$ cat config.mk
export PLATFORM = sky130hd
export DESIGN_NAME = cic_dec_ctrl
export DESIGN_NICKNAME = d
export VERILOG_FILES = /design/src/rtl/cic_pkg.sv /design/src/rtl/cic_dec_ctrl_phase_cnt.sv /design/src/rtl/cic_dec_ctrl.sv
export SDC_FILE = /design/constraint.sdc
export NUM_CORES = 1
export LEC_CHECK = 0
export CORE_UTILIZATION = 35
export DETAILED_ROUTE_END_ITERATION = 16
export GPL_TIMING_DRIVEN = 0
export PLACE_DENSITY = 0.63
export RECOVER_POWER = 25
export SLEW_MARGIN = 40
export SYNTH_ARGS = -nofsm -noshare
export SYNTH_HDL_FRONTEND = slang
export SYNTH_SLANG_ARGS = --single-unit
export TNS_END_PERCENT = 10
$ cat constraint.sdc
create_clock -name clk -period 1.49 [get_ports clk]
set_input_delay 0.298 -clock clk [delete_from_list [all_inputs] [get_ports clk]]
set_output_delay 0.298 -clock clk [all_outputs]
set_load 0.01 [all_outputs]
$ cat src/rtl/cic_pkg.sv
// Shared definitions for the CIC decimation path: controller state encoding,
// default rate/stage limits and the rate clamp helper.
package cic_pkg;

  typedef enum logic [1:0] {
    IDLE   = 2'd0,
    SETTLE = 2'd1,
    RUN    = 2'd2
  } ctrl_state_t;

  localparam int MAX_RATE_LOG2_DEF = 6;
  localparam int N_STAGES_DEF      = 3;

  function automatic int clamp_rate(input int req, input int max_log2);
    return (req > max_log2) ? max_log2 : req;
  endfunction

endpackage

$ cat src/rtl/cic_dec_ctrl_phase_cnt.sv
// Sample phase counter: counts enabled samples and flags the sample that
// reaches the terminal count, wrapping back to zero on that sample.
module cic_phase_cnt #(
  parameter int CNT_W = 6
) (
  input  logic             clk,
  input  logic             rstn,
  input  logic             clr,
  input  logic             en,
  input  logic [CNT_W-1:0] term,
  output logic             wrap
);

  logic [CNT_W-1:0] cnt;

  assign wrap = en && (cnt == term);

  always_ff @(posedge clk or negedge rstn) begin
    if (!rstn) begin
      cnt <= '0;
    end else if (clr) begin
      cnt <= '0;
    end else if (en) begin
      cnt <= wrap ? '0 : cnt + CNT_W'(1);
    end
  end

endmodule

$ cat src/rtl/cic_dec_ctrl.sv
// CIC decimation sequencing controller: issues the decimate tick every 2^rate
// samples, discards the comb priming ticks, and hands samples downstream.
module cic_dec_ctrl
  import cic_pkg::*;
#(
  parameter  int MAX_RATE_LOG2 = MAX_RATE_LOG2_DEF,
  parameter  int N_STAGES      = N_STAGES_DEF,
  localparam int RL_W          = $clog2(MAX_RATE_LOG2 + 1)
) (
  input  logic            clk,
  input  logic            rstn,
  input  logic            en,
  input  logic            cfg_load,
  input  logic [RL_W-1:0] rate_log2,
  input  logic            in_valid,
  output logic            integ_en,
  output logic            dec_tick,
  output logic            out_valid,
  input  logic            out_ready,
  output logic            overrun,
  output logic            settling,
  output logic [RL_W-1:0] rate_cur
);

  localparam int SC_W = $clog2(N_STAGES + 1);

  ctrl_state_t              state, state_nxt;
  logic        [SC_W-1:0]   settle_cnt, settle_cnt_nxt;
  logic                     dec_tick_nxt, out_valid_nxt, overrun_nxt;
  logic                     active, latch_rate, restart, cnt_clr, cnt_en, wrap;
  logic                     settle_done;
  logic [MAX_RATE_LOG2-1:0] term;

  assign active      = (state != IDLE);
  assign latch_rate  = en && ((state == IDLE) || cfg_load);
  assign restart     = !en || cfg_load || (state == IDLE);
  assign cnt_clr     = restart;
  assign cnt_en      = in_valid && active;
  assign integ_en    = in_valid && active;
  assign settling    = (state == SETTLE);
  assign settle_done = (state == SETTLE) && dec_tick && (settle_cnt == SC_W'(N_STAGES - 1));

  // Terminal phase is 2^rate_cur - 1: the low rate_cur bits set.
  always_comb begin
    term = '0;
    for (int i = 0; i < MAX_RATE_LOG2; i++) begin
      term[i] = (i < int'(rate_cur));
    end
  end

  cic_phase_cnt #(
    .CNT_W (MAX_RATE_LOG2)
  ) u_phase (
    .clk  (clk),
    .rstn (rstn),
    .clr  (cnt_clr),
    .en   (cnt_en),
    .term (term),
    .wrap (wrap)
  );

  always_ff @(posedge clk or negedge rstn) begin
    if (!rstn) begin
      state      <= IDLE;
      settle_cnt <= '0;
      dec_tick   <= 1'b0;
      out_valid  <= 1'b0;
      overrun    <= 1'b0;
      rate_cur   <= '0;
    end else begin
      state      <= state_nxt;
      settle_cnt <= settle_cnt_nxt;
      dec_tick   <= dec_tick_nxt;
      out_valid  <= out_valid_nxt;
      overrun    <= overrun_nxt;
      if (latch_rate) begin
        rate_cur <= RL_W'(clamp_rate(int'(rate_log2), MAX_RATE_LOG2));
      end
    end
  end

  always_comb begin
    state_nxt = state;
    if (!en) begin
      state_nxt = IDLE;
    end else begin
      case (state)
        IDLE:    state_nxt = SETTLE;
        SETTLE:  if (!cfg_load && settle_done) state_nxt = RUN;
        RUN:     if (cfg_load) state_nxt = SETTLE;
        default: state_nxt = IDLE;
      endcase
    end
  end

  // A restart discards any wrap seen in the same cycle, so cfg_load beats the tick.
  always_comb begin
    dec_tick_nxt   = wrap && en && !cfg_load;
    out_valid_nxt  = out_valid;
    overrun_nxt    = overrun;
    settle_cnt_nxt = settle_cnt;
    if (restart) begin
      out_valid_nxt  = 1'b0;
      overrun_nxt    = 1'b0;
      settle_cnt_nxt = '0;
    end else if (state == SETTLE) begin
      if (dec_tick) settle_cnt_nxt = settle_cnt + SC_W'(1);
    end else if (state == RUN) begin
      if (dec_tick) begin
        out_valid_nxt = 1'b1;
        if (out_valid && !out_ready) overrun_nxt = 1'b1;
      end else if (out_valid && out_ready) begin
        out_valid_nxt = 1'b0;
      end
    end
  end

endmodule

==> impl_metrics.py <==
metrics = {
    "run_status": {
        "run_status": "finished, violations left",
        "failed_checks": "negative setup slack",
    },
    "worst_setup_path": {
        "timing_worst_setup_path_type": "reg -> reg",
        "worstSetupStartpoint": "rate_cur[2]",
        "worstPathArrival_ps": 1790,
        "critical_path.reg2reg.startpoint": "rate_cur[2]",
        "cp-start-kind": "flip-flop",
        "cp-end-kind": "flip-flop",
        "crit_cells": 6,
        "worst_path_max_delay_cell": "sky130_fd_sc_hd__or4b_1",
        "cpPeakStageDelay_ps": 460,
        "ff2ff_path_depth": 6,
        "critical_path_required_ps": 1710,
        "path_cells": "buf_6, or4b_1, o2111a_1, o31ai_4, o21bai_4, o21ai_2",
        "crit_end": "u_phase.cnt[1]",
        "path_delay_family": "compound AO/OA/AOI/OAI gates",
        "worstPathMaxFanout": 9,
        "reg2reg_slack_ps": -70,
        "r2r-end": "u_phase.cnt[1]",
        "critPathBufInv": 1,
    },
    "synth": {
        "syn_inst": 98,
        "synth_simple_gate_area_share_pct": 16.9,
        "synth.avg_cell_area_sq_um": 9.45,
        "synth-seq-cells": 16,
        "synth-async-reset-ratio_pct": 100,
        "synth_flop_cell": "sky130_fd_sc_hd__dfrtp_1",
        "syn-cell-area_sq_um": 926,
        "post_synth_fa_ha_maj_area_fraction_pct": 2.70,
        "synth_compound_area_share_pct": 19.1,
        "synth_warnings": 0,
        "synth_most_common_cell": "sky130_fd_sc_hd__dfrtp_1",
        "main_combinational_cell_family_by_area_after_synthesis": "compound AO/OA/AOI/OAI gates",
        "synthDistinctLibCells": 34,
        "synth_largest_area_cell": "sky130_fd_sc_hd__dfrtp_1",
        "synth_enable_flop_cells": 0,
        "yosys.area_share.xor_xnor_pct": 7.57,
        "netlist.area_leader.share_pct": 43.2,
        "mappedNetlistNets": 109,
        "post_synth_mux_area_share_pct": 4.86,
        "synth_area_leaders": "sky130_fd_sc_hd__dfrtp_1, sky130_fd_sc_hd__nor2_1, sky130_fd_sc_hd__mux2_2",
        "synth.yosys.seq_area_share_pct": 43.2,
        "cell_types_with_the_highest_counts_after_synthesis": "sky130_fd_sc_hd__dfrtp_1, sky130_fd_sc_hd__nor2_1, sky130_fd_sc_hd__nand2_1",
    },
    "global_routing": {
        "grt_max_degree": 17,
        "grt_pass1_vias": 699,
        "first_pass_grt_wire_length_mm": 3.08,
        "grt_overflow_total": 0,
        "globalRoute.busiestLayer": "met2",
        "use_met2_pct": 24.0,
        "met1_track_demand_over_resource_pct": 19.3,
        "grtUsageMet3_pct": 5.17,
        "antenna_found_initial": 0,
        "track_usage_pct": 14.8,
    },
    "pwr": {
        "power-per-cell-area_nw_per_um2": 727,
        "vdd_ir_drop_max_mv": 0.575,
        "leakage_dissipation_nw": 0.513,
        "report.power.total_uw": 849,
    },
    "die": {
        "boundaryPins": 17,
        "chipHeight_um": 53.4,
        "die_x_um": 53.4,
        "design.core.area_sq_um": 2480,
        "floorplan.initialDensity_pct": 37.4,
        "floorplan.rows": 18,
        "design.die.area_sq_um": 2860,
    },
    "clock_tree": {
        "clockBufferDepth": 2,
        "clk_pin_slew_ps": 90,
        "clkSinkCount": 16,
        "cts.htree.levels": 1,
        "numCtsBuffers": 3,
        "clk_latency_worst_skew_pair_ps": 290,
        "tritoncts_clock_tree": "yes",
        "root_buffer": "sky130_fd_sc_hd__clkbuf_4",
    },
    "place": {
        "detailed_place_hpwl_mm": 1.35,
        "placement.io_buffers": 15,
        "place_worst_setup_slack_ps": -529,
        "placed_insts": 143,
        "finalWeightedCongestion": 0.708,
    },
    "timing": {
        "fin_crit_sh_pct": 105,
        "fmax_mhz": 639,
        "timing.slew.headroom_pct": 41.6,
        "timing_hold_violations_final": 0,
        "fin_worst_skew_ps": 0.975,
        "hold_slack_ps": 416,
        "worst_pin_slew_ps": 876,
        "setup_slack_ps": -74.3,
        "timing.final.max_slew_violations": 0,
        "rsz_0062_raised_after_global_routing": "yes",
        "finalCriticalPeriod_ps": 1560,
        "setup_viol": 6,
    },
    "drt": {
        "detail_route.vias_per_cell": 5.03,
        "initialDrtViolationCount": 8,
        "vias": 735,
        "postRouteWirelength_mm": 1.82,
        "drt_first_pass_iters": 4,
        "wire_per_inst_um": 12.5,
        "detail-route-antenna-nets": 0,
        "route.detailed.drc": 0,
    },
    "cells_and_area": {
        "seqCellArea_sq_um": 403,
        "layout-drive-gt1-share_pct": 19.8,
        "synthToLayoutAreaGrowth_pct": 26.1,
        "antenna_cells_inserted": 0,
        "multi_input_comb_area_sq_um": 500,
        "filler_cell_count": 254,
        "final-instance-count-excl-fill": 146,
        "finish.net_count": 129,
        "layout.core_utilization_pct": 47.1,
    },
    "run": {
        "cap_viol_max_count": 0,
    },
    "worst_hold_path": {
        "hold_path_depth": 3,
        "min-delay-path-class": "in -> reg",
    },
}
what timing repair did:
item | 4_1_cts | 5_1_grt
resized for setup | 18 | 4
hold buffers | 0 | 1
setup endpoints to repair | 15 | 12
setup buffers | 1 | 0
endpoints found under the hold margin | 0 | 16
pin swaps | 4 | 0
where the power goes:
part / leakage, nW / internal [mW] / total [mW] / switching (mW)
registers: 0.212 / 0.447 / 0.464 / 0.0162
logic: 0.286 / 0.0769 / 0.155 / 0.0778
clock network: 0.0138 / 0.0940 / 0.231 / 0.137
worst reg2reg max path, cell delays in order, from the launching register on:
cell and delay, ps:
sky130_fd_sc_hd__dfrtp_1 400, sky130_fd_sc_hd__buf_6 140, sky130_fd_sc_hd__or4b_1 460, sky130_fd_sc_hd__o2111a_1 160
sky130_fd_sc_hd__o31ai_4 80, sky130_fd_sc_hd__o21bai_4 120, sky130_fd_sc_hd__o21ai_2 130
cell type report:
cell class	instances	area share (%)
multi-input cells	71	42.9
flip-flops and latches	16	34.5
repair buffers	17	13.2
plain buffers	4	2.68
inverters	5	1.61
clock buffers	3	1.93
well taps	30	3.22
cells by family after synthesis:
family,Yosys count
flip-flops,16
buffers and inverters,11
AND/OR/NAND/NOR,34
AO/OA/AOI/OAI,23
adder cells (fa/ha/maj),2
multiplexers,4
XOR/XNOR,8
sequential cells by signal, summed over array words and instances (netlist names):
name,count
settle_cnt,2
u_phase.cnt,6
overrun,1
out_valid,1
dec_tick,1
rate_cur,3
state,2
routing by layer:
metal / share of wire [%] / vias to the layer above
li1: - / 376
met1: 50 / 338
met2: 45 / 19
met3: 4.4 / 2
met4: 0.55 / 0
met5: 0 / -
through the flow:
step / TNS (ps) / area (sq um)
global route: -877 / 1170
floorplan: -59.6 / 940
detailed placement: -3870 / 1130
CTS: -379 / 1150
finish: -389 / 1170
global placement: -3710 / 1130
layout by cell type, fill, tap and decap left out, types with 3 or more instances in the layout:
master and instances:
sky130_fd_sc_hd__nor2_1 12, sky130_fd_sc_hd__inv_1 5, sky130_fd_sc_hd__clkdlybuf4s50_1 6, sky130_fd_sc_hd__nand2_1 9
sky130_fd_sc_hd__xnor2_1 3, sky130_fd_sc_hd__o21ai_0 6, sky130_fd_sc_hd__dfrtp_1 14, sky130_fd_sc_hd__mux2_2 4
sky130_fd_sc_hd__nor2b_1 3, sky130_fd_sc_hd__clkbuf_4 3, sky130_fd_sc_hd__xor2_1 5, sky130_fd_sc_hd__dlygate4sd2_1 5
how the worst min path moves through the flow:
stage / startpoint / endpoint / slack [ps]
after detailed placement: overrun / overrun / 500
after floorplan: rstn / dec_tick / 2
after global placement: overrun / overrun / 480
final: in_valid / u_phase.cnt[1] / 420
after CTS: in_valid / u_phase.cnt[1] / 420
after global routing: in_valid / u_phase.cnt[1] / 460
(Power assumes the default switching activity.)
